File: config.mk
export PLATFORM = sky130hd
export DESIGN_NAME = if_fetch
export DESIGN_NICKNAME = d
export VERILOG_FILES = /design/src/rtl/if_fetch_pkg.sv /design/src/rtl/fetch_queue.sv /design/src/rtl/if_fetch.sv
export SDC_FILE = /design/constraint.sdc
export NUM_CORES = 1
export LEC_CHECK = 0
export BUFFER_PORTS_ARGS = -buffer_cell sky130_fd_sc_hd__buf_2
export CORE_UTILIZATION = 60
export CTS_BUF_LIST = sky130_fd_sc_hd__clkbuf_8
export DETAILED_ROUTE_END_ITERATION = 16
export GPL_TIMING_DRIVEN = 0
export PLACE_DENSITY_LB_ADDON = 0.15
export SYNTH_ARGS = -nofsm -noshare
export SYNTH_HDL_FRONTEND = slang
export SYNTH_SLANG_ARGS = --single-unit
File: constraint.sdc
create_clock -name clk -period 6.2 [get_ports clk]
set_clock_uncertainty 0.1 [all_clocks]
set_input_delay 0.31 -clock clk [delete_from_list [all_inputs] [get_ports clk]]
set_output_delay 0.31 -clock clk [all_outputs]
set_load 0.03 [all_outputs]
File: src/rtl/if_fetch_pkg.sv
// Shared types and constants for the instruction-fetch front end.
// The fetch queue entry pairs a fetched word with the address it came from.
package if_fetch_pkg;

    localparam logic [31:0] INST_NOP         = 32'h0000_0013;
    localparam logic [63:0] RESET_PC_DEFAULT = 64'h8000_0000;

    typedef struct packed {
        logic [63:0] addr;
        logic [31:0] data;
    } fetch_entry_t;

    // Instruction fetches are word aligned; the low two address bits are dropped.
    function automatic logic [63:0] align_word(input logic [63:0] addr);
        return {addr[63:2], 2'b00};
    endfunction

endpackage

File: src/rtl/fetch_queue.sv
// In-order buffer of fetched {addr,data} entries presented to decode.
// Flush empties the queue and discards any same-cycle push or pop.
module fetch_queue
    import if_fetch_pkg::*;
#(
    parameter int DEPTH = 4,
    parameter int CNT_W = $clog2(DEPTH) + 1
) (
    input  logic             clk,
    input  logic             rst_n,
    input  logic             flush,
    input  logic             push,
    input  fetch_entry_t     push_entry,
    input  logic             pop,
    output fetch_entry_t     head,
    output logic [CNT_W-1:0] count,
    output logic             empty
);

    localparam int PTR_W = $clog2(DEPTH);

    fetch_entry_t     mem [DEPTH];
    logic [PTR_W-1:0] rd_ptr;
    logic [PTR_W-1:0] wr_ptr;
    logic             pop_ok;

    assign empty  = (count == '0);
    assign pop_ok = pop && !empty;
    assign head   = mem[rd_ptr];

    always_ff @(posedge clk) begin
        if (!rst_n) begin
            rd_ptr <= '0;
            wr_ptr <= '0;
            count  <= '0;
        end else if (flush) begin
            rd_ptr <= '0;
            wr_ptr <= '0;
            count  <= '0;
        end else begin
            if (push) begin
                wr_ptr <= wr_ptr + PTR_W'(1);
            end
            if (pop_ok) begin
                rd_ptr <= rd_ptr + PTR_W'(1);
            end
            count <= count + CNT_W'(push) - CNT_W'(pop_ok);
        end
    end

    // NOTE: the storage array has no reset; count/pointers decide what is visible.
    always_ff @(posedge clk) begin
        if (push && !flush) begin
            mem[wr_ptr] <= push_entry;
        end
    end

    // The credit rule in the producer keeps a push away from a full queue.
    a_no_overflow : assert property (@(posedge clk) disable iff (!rst_n)
        !(push && !flush && !pop_ok && (count == CNT_W'(DEPTH))));

endmodule

File: src/rtl/if_fetch.sv
// Instruction-fetch front end: owns the PC, issues in-order word reads to imem,
// buffers returned words and hands them to decode; redirects drop older fetches.
module if_fetch
    import if_fetch_pkg::*;
#(
    parameter logic [63:0] RESET_PC = RESET_PC_DEFAULT,
    parameter int          DEPTH    = 4
) (
    input  logic        clk,
    input  logic        rst_n,

    output logic        imem_req_valid,
    input  logic        imem_req_ready,
    output logic [63:0] imem_req_addr,
    input  logic        imem_rsp_valid,
    input  logic [31:0] imem_rsp_data,

    input  logic        redirect_valid,
    input  logic [63:0] redirect_pc,

    output logic        inst_valid_o,
    input  logic        inst_ready_i,
    output logic [31:0] inst_o,
    output logic [63:0] inst_addr_o
);

    localparam int CNT_W = $clog2(DEPTH) + 1;
    localparam int PTR_W = $clog2(DEPTH);

    logic [63:0]      pc;
    logic [CNT_W-1:0] outstanding;
    logic [CNT_W-1:0] drop_cnt;
    logic [CNT_W-1:0] q_count;
    logic [CNT_W:0]   credit_used;

    // Addresses of in-flight requests, in issue order; occupancy equals outstanding.
    logic [63:0]      addr_mem [DEPTH];
    logic [PTR_W-1:0] aw_ptr;
    logic [PTR_W-1:0] ar_ptr;

    logic         req_fire;
    logic         rsp_take;
    logic         q_push;
    logic         q_pop;
    logic         q_empty;
    fetch_entry_t q_head;
    fetch_entry_t rsp_entry;

    assign credit_used    = {1'b0, outstanding} + {1'b0, q_count};
    assign imem_req_valid = rst_n && (credit_used < (CNT_W+1)'(DEPTH));
    assign imem_req_addr  = pc;
    assign req_fire       = imem_req_valid && imem_req_ready;

    // A response with nothing outstanding belongs to a pre-reset request.
    assign rsp_take  = imem_rsp_valid && (outstanding != '0);
    assign q_push    = rsp_take && (drop_cnt == '0) && !redirect_valid;
    assign q_pop     = inst_valid_o && inst_ready_i;
    assign rsp_entry = '{addr: addr_mem[ar_ptr], data: imem_rsp_data};

    always_ff @(posedge clk) begin
        if (!rst_n) begin
            pc          <= RESET_PC;
            outstanding <= '0;
            drop_cnt    <= '0;
            aw_ptr      <= '0;
            ar_ptr      <= '0;
        end else begin
            if (req_fire) begin
                aw_ptr <= aw_ptr + PTR_W'(1);
            end
            if (rsp_take) begin
                ar_ptr <= ar_ptr + PTR_W'(1);
            end
            outstanding <= outstanding + CNT_W'(req_fire) - CNT_W'(rsp_take);

            // Everything issued up to and including the redirect cycle is stale.
            if (redirect_valid) begin
                pc       <= align_word(redirect_pc);
                drop_cnt <= outstanding - CNT_W'(rsp_take) + CNT_W'(req_fire);
            end else begin
                if (req_fire) begin
                    pc <= pc + 64'd4;
                end
                if (rsp_take && (drop_cnt != '0)) begin
                    drop_cnt <= drop_cnt - CNT_W'(1);
                end
            end
        end
    end

    always_ff @(posedge clk) begin
        if (req_fire) begin
            addr_mem[aw_ptr] <= pc;
        end
    end

    fetch_queue #(
        .DEPTH (DEPTH),
        .CNT_W (CNT_W)
    ) u_queue (
        .clk        (clk),
        .rst_n      (rst_n),
        .flush      (redirect_valid),
        .push       (q_push),
        .push_entry (rsp_entry),
        .pop        (q_pop),
        .head       (q_head),
        .count      (q_count),
        .empty      (q_empty)
    );

    assign inst_valid_o = !q_empty;
    assign inst_o       = inst_valid_o ? q_head.data : INST_NOP;
    assign inst_addr_o  = inst_valid_o ? q_head.addr : 64'd0;

    a_credit : assert property (@(posedge clk) disable iff (!rst_n)
        credit_used <= (CNT_W+1)'(DEPTH));
    a_drop : assert property (@(posedge clk) disable iff (!rst_n)
        drop_cnt <= outstanding);

endmodule

* Yosys cells after proc, flatten, opt, wreduce, memory -nomap -nowiden
Memory sizes are Yosys's and may differ from the RTL's. A register that Yosys moved wholly into a read port is not among the register bits. Index checks and enable logic that the tools add are counted.
Storage, ports and cells: output and inout port bits 162, register bits 81, memory bits (writable) 640, memories kept 2, logic and storage cells 58
Memory list:
- u_queue.mem | depth 4, width 96, rd ports 1, clocked after Yosys merged registers in 1, wr ports 1, RTL line fetch_queue.sv:22 | fetch_entry_t mem [DEPTH];
- addr_mem | depth 4, width 64, rd ports 1, clocked after Yosys merged registers in 1, wr ports 1, RTL line if_fetch.sv:37 | logic [63:0] addr_mem [DEPTH];
Operators by class: magnitude comparators 1, $add $sub $neg 13, bitwise gates (word level) 1, mux-type cells 14, reductions and logical operators 18
Operator list (count):
- $mux 64 | 3
- $add 64x3->64 const B | 1
- $mux 32 | 1
- $add 3x1->3 | 3
- $logic_and 1x1->1 | 9
- $sub 3x1->3 | 3
- $add 2x1->2 const B | 4
- $mux 2 | 4
- $logic_not 3->1 | 2
- $mux 3 | 2
- $reduce_bool 3->1 | 2
- $add 3x3->4 | 1
- $lt 4x3->1 const B | 1
- $mux 1 | 4
- $reduce_bool 2->1 | 2
- $sub 3x1->3 const B | 1
- $logic_not 1->1 | 2
- $reduce_or 2->1 | 1
- $not 1->1 | 1

* Depth between registers and ports, before layout
Gate-level depths: netlist of run 1.
depth in word-level cells 7, mapped depth 13

* Hierarchy
From an unflattened synthesis of run 1, not the netlist that was laid out.
Unflattened totals: cells, all modules 1530, area total of the unflattened synthesis 28283.4 µm²
Modules (own cells, without submodules):
- fetch_queue | cells an instance 548, area an instance 14338.8 µm², instances 1
- if_fetch | cells an instance 982, area an instance 13944.6 µm², instances 1

* Least setup slack after synthesis of run 1
Ideal clock, no wire load.
kind in2reg, start input redirect_valid, end memory u_queue.mem[0][0] (netlist name) (enable), setup slack 2251 ps, arrival time 3385 ps, required time 5636 ps, cell stages on the path 5, path through clkbuf_1 -> clkinv_1 -> clkbuf_1 -> clkbuf_1 -> and3_1
On the way: cells in the longest elaborated chain, start to end 5
RTL lines:
- from (decl) | RTL line if_fetch.sv:18 | input logic redirect_valid,
- $logic_not 1->1 (*) | RTL line fetch_queue.sv:53, if_fetch.sv:56
- $logic_and 1x1->1 | RTL line if_fetch.sv:56 | assign q_push = rsp_take && (drop_cnt == '0) && !redirect_valid;
- $logic_and 1x1->1 (*) | RTL line fetch_queue.sv:53 | if (push && !flush) begin
- $mux 1 (*) | RTL line fetch_queue.sv:53
- $mux 1 (not written as such) (*) | RTL line fetch_queue.sv:54 | mem[wr_ptr] <= push_entry;
- to (decl) | RTL line fetch_queue.sv:22
Mark *: on every way between the ends. The rest lies on a longest branch, timed or not.

==> flow_metrics.tcl, run 1 <==
set metrics [dict create \
    status "finished clean" \
    fillers 2828 \
    drtIter0Drc 1622 \
    antenna_left 0 \
    stdcell_area_sq_mm 0.03343 \
    power_density_mw_per_mm2 337.0 \
    place_area_sq_mm 0.03030 \
    gr-usage-met2 0.4727 \
    clk_pin_slew_ns 0.06 \
    cts_num_sinks 707 \
    clock.fmax_ghz 0.2296 \
    crit_type "flip-flop to output port" \
    core_area_sq_mm 0.04567 \
    grt_pass1_vias 16470 \
    fin_nets 2139 \
    max_slew_margin 0.1171 \
    antenna_cells 0 \
    timing.max_cap.violations 0 \
    rsz0062_at_grt "no" \
    syn_area_sq_mm 0.02796 \
    leakage_nw 11.37 \
    remaining_drc_errors 0 \
    netlist_instances 1542 \
    cp.arrival_ns 3.95 \
    drt-wirelength-per-cell_microns 24.82 \
    yosys-top-cells-area "edfxtp_1, mux4_2, dfxtp_1" \
    root_buffer "clkbuf_8" \
    final-setup-viol-count 0 \
    critPathMaxFanout 10 \
    hold_viol 0 \
    vias 16300 \
    postCtsSetupRepairBufs 0 \
    worstSetupStartpointType "flip-flop" \
    antenna_found_initial 0 \
    routed_via_density 6.023 \
    seq_area_frac_synth 0.7297 \
    grt_pass1_wl_mm 99.22 \
    htreeDepth 3 \
    syn_to_final_growth_pct 19.59 \
    synthArstFlopShare 0 \
    fp.dieH_microns 217.9 \
    fin_crit_ns 4.356 \
    synth_seq_cells 707 \
    ys_warn_count 0 \
    ctsResizeCount 0 \
    cts_tree "done" \
    insertion_delay_ns 0.72 \
    die_w_microns 217.9 \
    min_path_type "primary input to flip-flop" \
    yosysMostFrequentCell "edfxtp_1" \
    drive_gt1_frac 0.2863 \
    yosys.cell_types.count 59 \
    synth_top_area_share 0.6702 \
    drt-total-wl_mm 67.17 \
    crit_path_end_kind "output port" \
    top_usage_layer "met2" \
    worstMarginPinSlew_ns 1.314 \
    use_met1 0.3869 \
    netlist_top_cells_count "edfxtp_1, mux4_2, and2_1, dfxtp_1, clkbuf_1" \
    slew_viol_final 0 \
    finalSetupTns_ns 0 \
    whs_ns 0.1035 \
    multi_input_area_sq_mm 0.007156 \
    rows 78 \
    cts_buffers 106 \
    grt_usage 0.2897 \
    synth_ff_type "edfxtp_1" \
    grt_overflow 0 \
    avgSynthCellArea_sq_um 18.13 \
    peakVddDrop_uv 213.8 \
    first_pass_iters 5 \
    synth_largest_area_cell "edfxtp_1" \
    grt_max_degree 56 \
    finalPower_mw 11.27 \
    numPortBuffers 256 \
    synth_edf_count 624 \
    place_congestion 0.9385 \
    register_area_sq_mm 0.02040 \
    grtUsageMet3 0.06276 \
    finalCritPeriodShare 0.7026 \
    die_area_sq_mm 0.04746 \
    crit_required_ns 5.79 \
    dpl.hpwl_mm 44.17 \
    start_util 0.6121 \
    io_pins 264 \
    clock_path_buffers 3 \
]
-- layout make-up --
type,instances,area share
flip-flops and latches,707,0.6102
clock inverters,76,0.01474
inverters,21,0.002433
well taps,600,0.02245
clock buffers,120,0.04940
repair buffers,365,0.07597
multi-input cells,728,0.2140
plain buffers,89,0.01082
-- per-layer routing --
metal,up-vias,share of wire
met4,0,0.026
met3,109,0.087
li1,7170,-
met1,8271,0.39
met2,748,0.50
met5,-,0
-- sequential cells by signal, summed over array words and instances, names as in the netlist, named ones only --
register        flops
addr_mem          248
u_queue.wr_ptr      2
u_queue.rd_ptr      2
outstanding         3
u_queue.mem       376
aw_ptr              2
imem_req_addr      62
ar_ptr              2
u_queue.count       3
drop_cnt            3
-- report_power, final --
group	internal [mW]	total (mW)	leakage [nW]	switching (mW)
sequential	5.61	5.76	6.35	0.147
combinational	0.683	1.73	3.83	1.05
clock	2.03	3.78	1.19	1.75
-- placed cells by master (no fill, tap or decap), drive strengths merged, types with 4 or more instances in the layout --
cell type    count
a311oi           7
conb             4
mux4           156
a31oi           14
dfxtp           83
and4            11
and3            21
buf            293
a21oi           20
o21ai           57
nor3            15
clkinv          50
xnor2           25
nand2           48
xor2            16
and2           105
dlygate4sd3     99
nor2            40
clkbuf         182
edfxtp         624
nor4            19
or3             20
ha              17
a211oi          10
o31ai            5
nand3           33
nand4           36
or4             10
or2              6
inv             40
bufinv           6
-- stage by stage --
stage | cells | setup WS, ns | utilization
global route | 2706 | 1.587 | 0.7320
CTS | 2706 | 1.645 | 0.7320
global placement | 2401 | -0.3149 | 0.6568
finish | 2706 | 1.844 | 0.7320
detailed placement | 2411 | 2.433 | 0.6634
floorplan | 1545 | 2.251 | -
-- what timing repair did --
| action | CTS | global route |
|---|---|---|
| endpoints found under the setup margin | 0 | 0 |
| endpoints found under the hold margin | 191 | 0 |
| hold buffers | 99 | 0 |
-- cell families after synthesis --
| family | count (synthesis) | share of synthesized area |
|---|---|---|
| buf+inv | 110 | 0.01584 |
| simple gates | 374 | 0.07716 |
| xor+xnor | 41 | 0.01284 |
| compound gates | 131 | 0.02855 |
| flops | 707 | 0.7297 |
| mux | 159 | 0.1267 |
| other cells | 1 | 0.0001341 |
| fa+ha+maj | 19 | 0.009040 |
-- final timing paths --
kind | startpoint | to | slack [ns] | depth (start not counted)
hold / removal | imem_rsp_valid | flip-flop | 0.10 | 4
setup / recovery | flip-flop | inst_addr_o[53] | 1.84 | 6
setup reg to reg | outstanding[2]$_SDFF_PN0_ | imem_req_addr[19]$_SDFFE_PN0P_ | 2.39 | 7
hold reg to reg | aw_ptr[1]$_SDFFE_PN0P_ | aw_ptr[1]$_SDFFE_PN0P_ | 0.40 | 2
-- worst max-delay path: stages, from the launching register on --
cell and delay, ns:
dfxtp_1 0.31, clkbuf_1 0.25, clkbuf_1 0.84, buf_1 0.73
mux4_2 0.71, and2_1 0.22, buf_2 0.18
No activity file was read; power rests on OpenSTA's default activity.
==> run 2: changes to the inputs <==
ABC_AREA = 1   (was unset)
CORE_UTILIZATION = 56   (was 60)
clock period = 3.9 ns   (was 6.2 ns; I/O delays follow)
==> flow_metrics.tcl, run 2 <==
set metrics [dict create \
    status "finished clean" \
    drive_gt1_frac 0.1467 \
    htreeDepth 3 \
    syn_to_final_growth_pct 20.08 \
    ff2ff_path_depth 16 \
    layout_common_cells "nor2_1, edfxtp_1, o21ai_0" \
    synth_edf_count 624 \
    yosys.area_share.xor_xnor 0.008980 \
    fillers 3820 \
    insertion_delay_ns 0.71 \
    grt_pass1_vias 21490 \
    synth_top_area_share 0.6404 \
    yosysMostFrequentCell "nor2_1" \
    avgSynthCellArea_sq_um 10.95 \
    vias 22300 \
    grt_pass1_wl_mm 122.2 \
    seq_area_frac_synth 0.6972 \
    cts_tree "done" \
    synthArstFlopShare 0 \
    place_area_sq_mm 0.03200 \
    fin_nets 3296 \
    yosys.cell_types.count 41 \
    final-setup-viol-count 0 \
    min_path_type "primary input to flip-flop" \
    timing.max_cap.violations 0 \
    numPortBuffers 256 \
    grt_usage 0.3061 \
    r2r-end "drop_cnt[2]$_SDFFE_PN0P_" \
    clk_pin_slew_ns 0.06 \
    largest_register "u_queue.mem" \
    grt_max_degree 30 \
    core_area_sq_mm 0.05151 \
    remaining_drc_errors 0 \
    rsz0062_at_grt "no" \
    clock_path_buffers 3 \
    place_congestion 0.9588 \
    crit_required_ns 3.61 \
    synth_largest_area_cell "edfxtp_1" \
    worstHoldEndpoint "imem_req_addr[23]$_SDFFE_PN0P_" \
    worstMarginPinSlew_ns 0.8648 \
    finalPower_mw 17.77 \
    leakage_nw 12.93 \
    fin_crit_ns 3.647 \
    drt-wirelength-per-cell_microns 20.62 \
    hold_viol 0 \
    final_common_cell "nor2_1" \
    yosys.area_share.simple 0.1370 \
    slew_viol_final 0 \
    synth_top_family_by_area "simple AND/OR/NAND/NOR gates" \
    die_w_microns 230.6 \
    synth_ff_type "edfxtp_1" \
    synth_compound_area_frac 0.1081 \
    crit_type "flip-flop to output port" \
    stdcell_area_sq_mm 0.03514 \
    crit_path_end_kind "output port" \
    max_slew_margin 0.4191 \
    io_pins 264 \
    cts_buffers 110 \
    synth_seq_cells 707 \
    cts_num_sinks 707 \
    critPathMaxFanout 10 \
    worstHoldStart "redirect_valid" \
    syn_area_sq_mm 0.02926 \
    antenna_left 0 \
    grt_overflow 0 \
    worstSetupStartpointType "flip-flop" \
    clock.fmax_ghz 0.2742 \
    power_density_mw_per_mm2 505.9 \
    die_area_sq_mm 0.05317 \
    startpoint "u_queue.count[0]$_SDFF_PP0_" \
    postCtsSetupRepairBufs 0 \
    finalCritPeriodShare 0.9351 \
    yosys-top-cells-area "edfxtp_1, nor2_1, o21ai_0" \
    drtIter0Drc 2294 \
    ys_warn_count 0 \
    first_pass_iters 5 \
    fp.dieH_microns 230.6 \
    routed_via_density 5.650 \
    hold_depth 6 \
    netlist_instances 2673 \
    start_util 0.5681 \
    r2r_slack_ns 0.50 \
    largest_reg_flops 376 \
    netlist_top_cells_count "nor2_1, edfxtp_1, o21ai_0, nand2_1, a21oi_1" \
    peakVddDrop_uv 282.2 \
    r2r-start "u_queue.count[2]$_SDFF_PP0_" \
    muxShareOfSynthArea 0 \
    antenna_found_initial 1 \
    cp.arrival_ns 3.35 \
    root_buffer "clkbuf_8" \
    synth_fa_ha_area_frac 0.008638 \
    drt-total-wl_mm 81.38 \
    dpl.hpwl_mm 54.56 \
    rows 83 \
]
run 2: cell count changes in the layout (fill, tap and decap cells not counted), moves of 62 or more:
cell,before,now
a21oi_1,20,146
nor2_1,40,628
inv_1,36,187
mux4_2,156,0
and2_1,101,0
o21ai_0,57,333
o22ai_1,0,62
nand2_1,48,292
run 2: routing by layer:
layer	vias up	track usage	routed length (microns)
li1	10310	-	-
met1	10650	0.4117	32140
met2	1158	0.4947	38660
met3	179	0.04867	7528
met4	0	0.1364	3046
met5	-	0	0
run 2: area by class of cell:
class,count,area (sq um),share of cell area
multi-input combinational,1676,7765,0.2210
tap,680,850.8,0.02421
antenna,1,2.502,0.00007122
sequential,707,20400,0.5806
inverter,150,565.5,0.01610
buffer,143,601.8,0.01713
clock buffer,117,1610,0.04583
timing repair buffer,387,2885,0.08211
clock inverter,86,456.7,0.01300
run 2: repair_timing:
action,in CTS,in global routing
hold buffers,107,0
resized for setup,0,0
hold endpoints to repair,199,0
endpoints found under the setup margin,0,0
run 2: power by group:
part / switching, mW / internal (mW)
clock: 2.77 / 3.02
sequential: 0.231 / 8.89
combinational: 2.09 / 0.768
run 2: cell families (layout without fill, tap and decap cells):
| family | Yosys count | after routing |
|---|---|---|
| flip-flops | 707 | 707 |
| adder cells (fa/ha/maj) | 19 | 19 |
| other | 1 | 5 |
| AND/OR/NAND/NOR | 1016 | 1016 |
| XOR/XNOR | 30 | 30 |
| AO/OA/AOI/OAI | 607 | 607 |
| buffers and inverters | 293 | 883 |
run 2: worst max-delay path by stage:
stage	end	slack [ns]
after floorplan	u_queue.mem[0][0]$_DFFE_PP_	-1.53
after global placement	u_queue.mem[1][89]$_DFFE_PP_	-5.03
final	inst_addr_o[39]	0.25
after detailed placement	drop_cnt[2]$_SDFFE_PN0P_	0.53
after CTS	inst_addr_o[36]	0.29
after global routing	inst_addr_o[36]	0.14
run 2: critical path, stage by stage, from the launching register on:
cell and delay (ns):
dfxtp_1 0.37, nor3_1 0.74, clkbuf_1 0.63, clkbuf_1 0.49
a21oi_1 0.20, buf_2 0.23
run 2: per-stage QoR:
stage / std cells / util / TNS, ns / hold slack [ns] / setup slack [ns]
3_3_place_gp: 3612 / 0.6099 / -2067.43 / 0.3048 / -5.028
2_1_floorplan: 2676 / - / -574.47 / 0.1939 / -1.528
3_5_place_dp: 3636 / 0.6212 / 0 / 0.3128 / 0.5309
5_1_grt: 3947 / 0.6822 / 0 / 0.08633 / 0.1399
6_report: 3947 / 0.6822 / 0 / 0.05853 / 0.2531
4_1_cts: 3946 / 0.6821 / 0 / 0.003592 / 0.2907
==> run 3: changes to the inputs <==
CORE_MARGIN = 4   (was unset)
CORE_UTILIZATION = 54   (was 56)
CTS_BUF_LIST = unset   (was sky130_fd_sc_hd__clkbuf_8)
PLACE_DENSITY = 0.73   (was unset)
PLACE_DENSITY_LB_ADDON = unset   (was 0.15)
==> flow_metrics.tcl, run 3 (same netlist as run 2, synthesis figures left out) <==
set metrics [dict create \
    status "finished clean" \
    remaining_drc_errors 0 \
    dp_cells 3649 \
    fin_crit_ns 3.539 \
    power_frac_seq 0.487 \
    min_path_type "primary input to flip-flop" \
    routed_via_density 5.715 \
    cts_num_sinks 707 \
    ctsResizeCount 0 \
    numPortBuffers 256 \
    worstSetupStartpointType "flip-flop" \
    crit_path_end_kind "output port" \
    fin_nets 3248 \
    clock.fmax_ghz 0.2826 \
    cts_buffers 71 \
    worstHoldEndpoint "imem_req_addr[5]$_SDFFE_PN0P_" \
    r2r_slack_ns 0.40 \
    internal-power_mw 13.61 \
    crit_required_ns 3.61 \
    drtIter0Drc 2035 \
    drt-total-wl_mm 82.44 \
    critPathMaxStageDelay_ns 0.67 \
    critPathTopFamily "buffers and inverters" \
    worstHoldStart "imem_req_ready" \
    sw_frac_of_total 0.2726 \
    leakage_nw 12.77 \
    fp.dieH_microns 240.8 \
    clockPowerShare 0.362 \
    cp_cell_sequence "nor3_1, clkbuf_1, buf_1, a21oi_1, buf_2" \
    hold_depth 5 \
    cts_tree "done" \
    ff2ff_path_depth 16 \
    final_common_cell "nor2_1" \
    peakVddDrop_uv 363.0 \
    grt_max_degree 29 \
    syn_to_final_growth_pct 20.45 \
    slowest_stage "clkbuf_1" \
    worstMarginPinSlew_ns 0.8923 \
    grt_overflow 0 \
    largest_register "u_queue.mem" \
    slew_viol_final 0 \
    antenna_found_initial 0 \
    die_w_microns 240.8 \
    power_density_mw_per_mm2 531.0 \
    start_util 0.5448 \
    antenna_cells 0 \
    core_area_sq_mm 0.05371 \
    clock_path_buffers 3 \
    stdcell_count 3877 \
    first_pass_iters 6 \
    place_congestion 1.005 \
    critPathMaxFanout 10 \
    final-setup-viol-count 0 \
    final_util 0.6562 \
    largest_reg_flops 376 \
    grt_pass1_vias 21370 \
    r2r-start "u_queue.count[2]$_SDFF_PP0_" \
    grt_usage 0.2783 \
    root_buffer "clkbuf_16" \
    rows 85 \
    antenna_left 0 \
    max_slew_margin 0.4037 \
    layout_common_cells "nor2_1, edfxtp_1, o21ai_0" \
    grt_pass1_wl_mm 122.4 \
    pwr-share-comb 0.151 \
    drive_gt1_frac 0.1393 \
    crit_type "flip-flop to output port" \
    htreeDepth 3 \
    drt-wirelength-per-cell_microns 21.26 \
    insertion_delay_ns 0.62 \
    p_switching_mw 5.102 \
    cp.arrival_ns 3.24 \
    vias 22160 \
    timing.max_cap.violations 0 \
    die_area_sq_mm 0.05798 \
    hold_viol 0 \
    clk_pin_slew_ns 0.06 \
    worst-path-buf-inv 3 \
    dpl.hpwl_mm 55.52 \
    rsz0062_at_grt "no" \
    finalCritPeriodShare 0.9073 \
    io_pins 264 \
    r2r-end "drop_cnt[2]$_SDFFE_PN0P_" \
]
## run 3: cell count changes in the layout (fill, tap and decap cells not counted), sizes merged
| cell | change |
|---|---|
| buf | -3 |
| bufinv | +2 |
| clkbuf | -25 |
| clkinv | -7 |
| clkinvlp | -2 |
| diode | -1 |
| dlygate4sd3 | -6 |
| inv | -44 |
## run 3: timing repair
| action | CTS | global route |
|---|---|---|
| hold buffers | 101 | 0 |
| hold endpoints to repair | 195 | 0 |
| setup buffers | 0 | 0 |
## run 3: worst register-to-register path, stage by stage (launching register included)
cell and delay (ns):
dfxtp_1 0.46, ha_1 0.29, inv_1 0.06, nand2_1 0.06, nor2_2 0.14, nand3_4 0.19
buf_1 0.38, ha_1 0.41, inv_1 0.05, ha_1 0.19, fa_1 0.38, xor2_1 0.16
xor2_1 0.22, o21ai_0 0.10, o21ai_0 0.15, nand2_1 0.06, inv_1 0.05
## run 3: layout make-up
type	count	area, sq um
sequential	707	20400
fill	3908	18460
multi-input combinational	1676	7765
timing repair buffer	378	2728
clock buffer	92	1972
tap	696	870.8
buffer	143	601.8
inverter	150	565.5
clock inverter	35	342.8
## run 3: how the worst max path moves through the flow
stage | depth (start not counted) | slack, ns | start | end
6_report | 5 | 0.36 | u_queue.count[0]$_SDFF_PP0_ | inst_addr_o[22]
5_1_grt | 16 | 0.19 | u_queue.count[2]$_SDFF_PP0_ | drop_cnt[2]$_SDFFE_PN0P_
4_1_cts | 5 | 0.38 | u_queue.count[0]$_SDFF_PP0_ | inst_addr_o[22]
3_5_place_dp | 16 | 0.46 | u_queue.count[2]$_SDFF_PP0_ | drop_cnt[2]$_SDFFE_PN0P_
3_3_place_gp | 6 | -4.95 | drop_cnt[0]$_SDFFE_PN0P_ | u_queue.mem[1][90]$_DFFE_PP_
2_1_floorplan | 6 | -1.53 | drop_cnt[0]$_SDFFE_PN0P_ | u_queue.mem[0][0]$_DFFE_PP_
## run 3: metal layers
layer	share of wire	track usage
met4	0.037	0.1102
met2	0.48	0.4640
met1	0.38	0.3733
met3	0.098	0.04194
met5	0	0
## run 3: stage by stage
stage | area [sq um] | TNS, ns | power, mW | hold slack [ns] | worst slack [ns]
global placement | 31430 | -2049.40 | 11.86 | 0.3049 | -4.951
detailed placement | 31920 | 0 | 11.98 | 0.3110 | 0.4573
CTS | 35250 | 0 | 18.75 | 0.01944 | 0.3840
floorplan | 29280 | -574.47 | 10.86 | 0.1939 | -1.528
global route | 35250 | 0 | 19.37 | 0.08512 | 0.1900
finish | 35250 | 0 | 18.72 | 0.06182 | 0.3615
## run 3: power groups by stage
stage / Sequential, mW / Combinational [mW] / Clock (mW)
4_1_cts: 9.12 / 2.80 / 6.83
3_3_place_gp: 9.31 / 2.55 / 0
6_report: 9.12 / 2.82 / 6.77
2_1_floorplan: 9.29 / 1.57 / 0
5_1_grt: 9.15 / 3.06 / 7.16
3_5_place_dp: 9.27 / 2.71 / 0
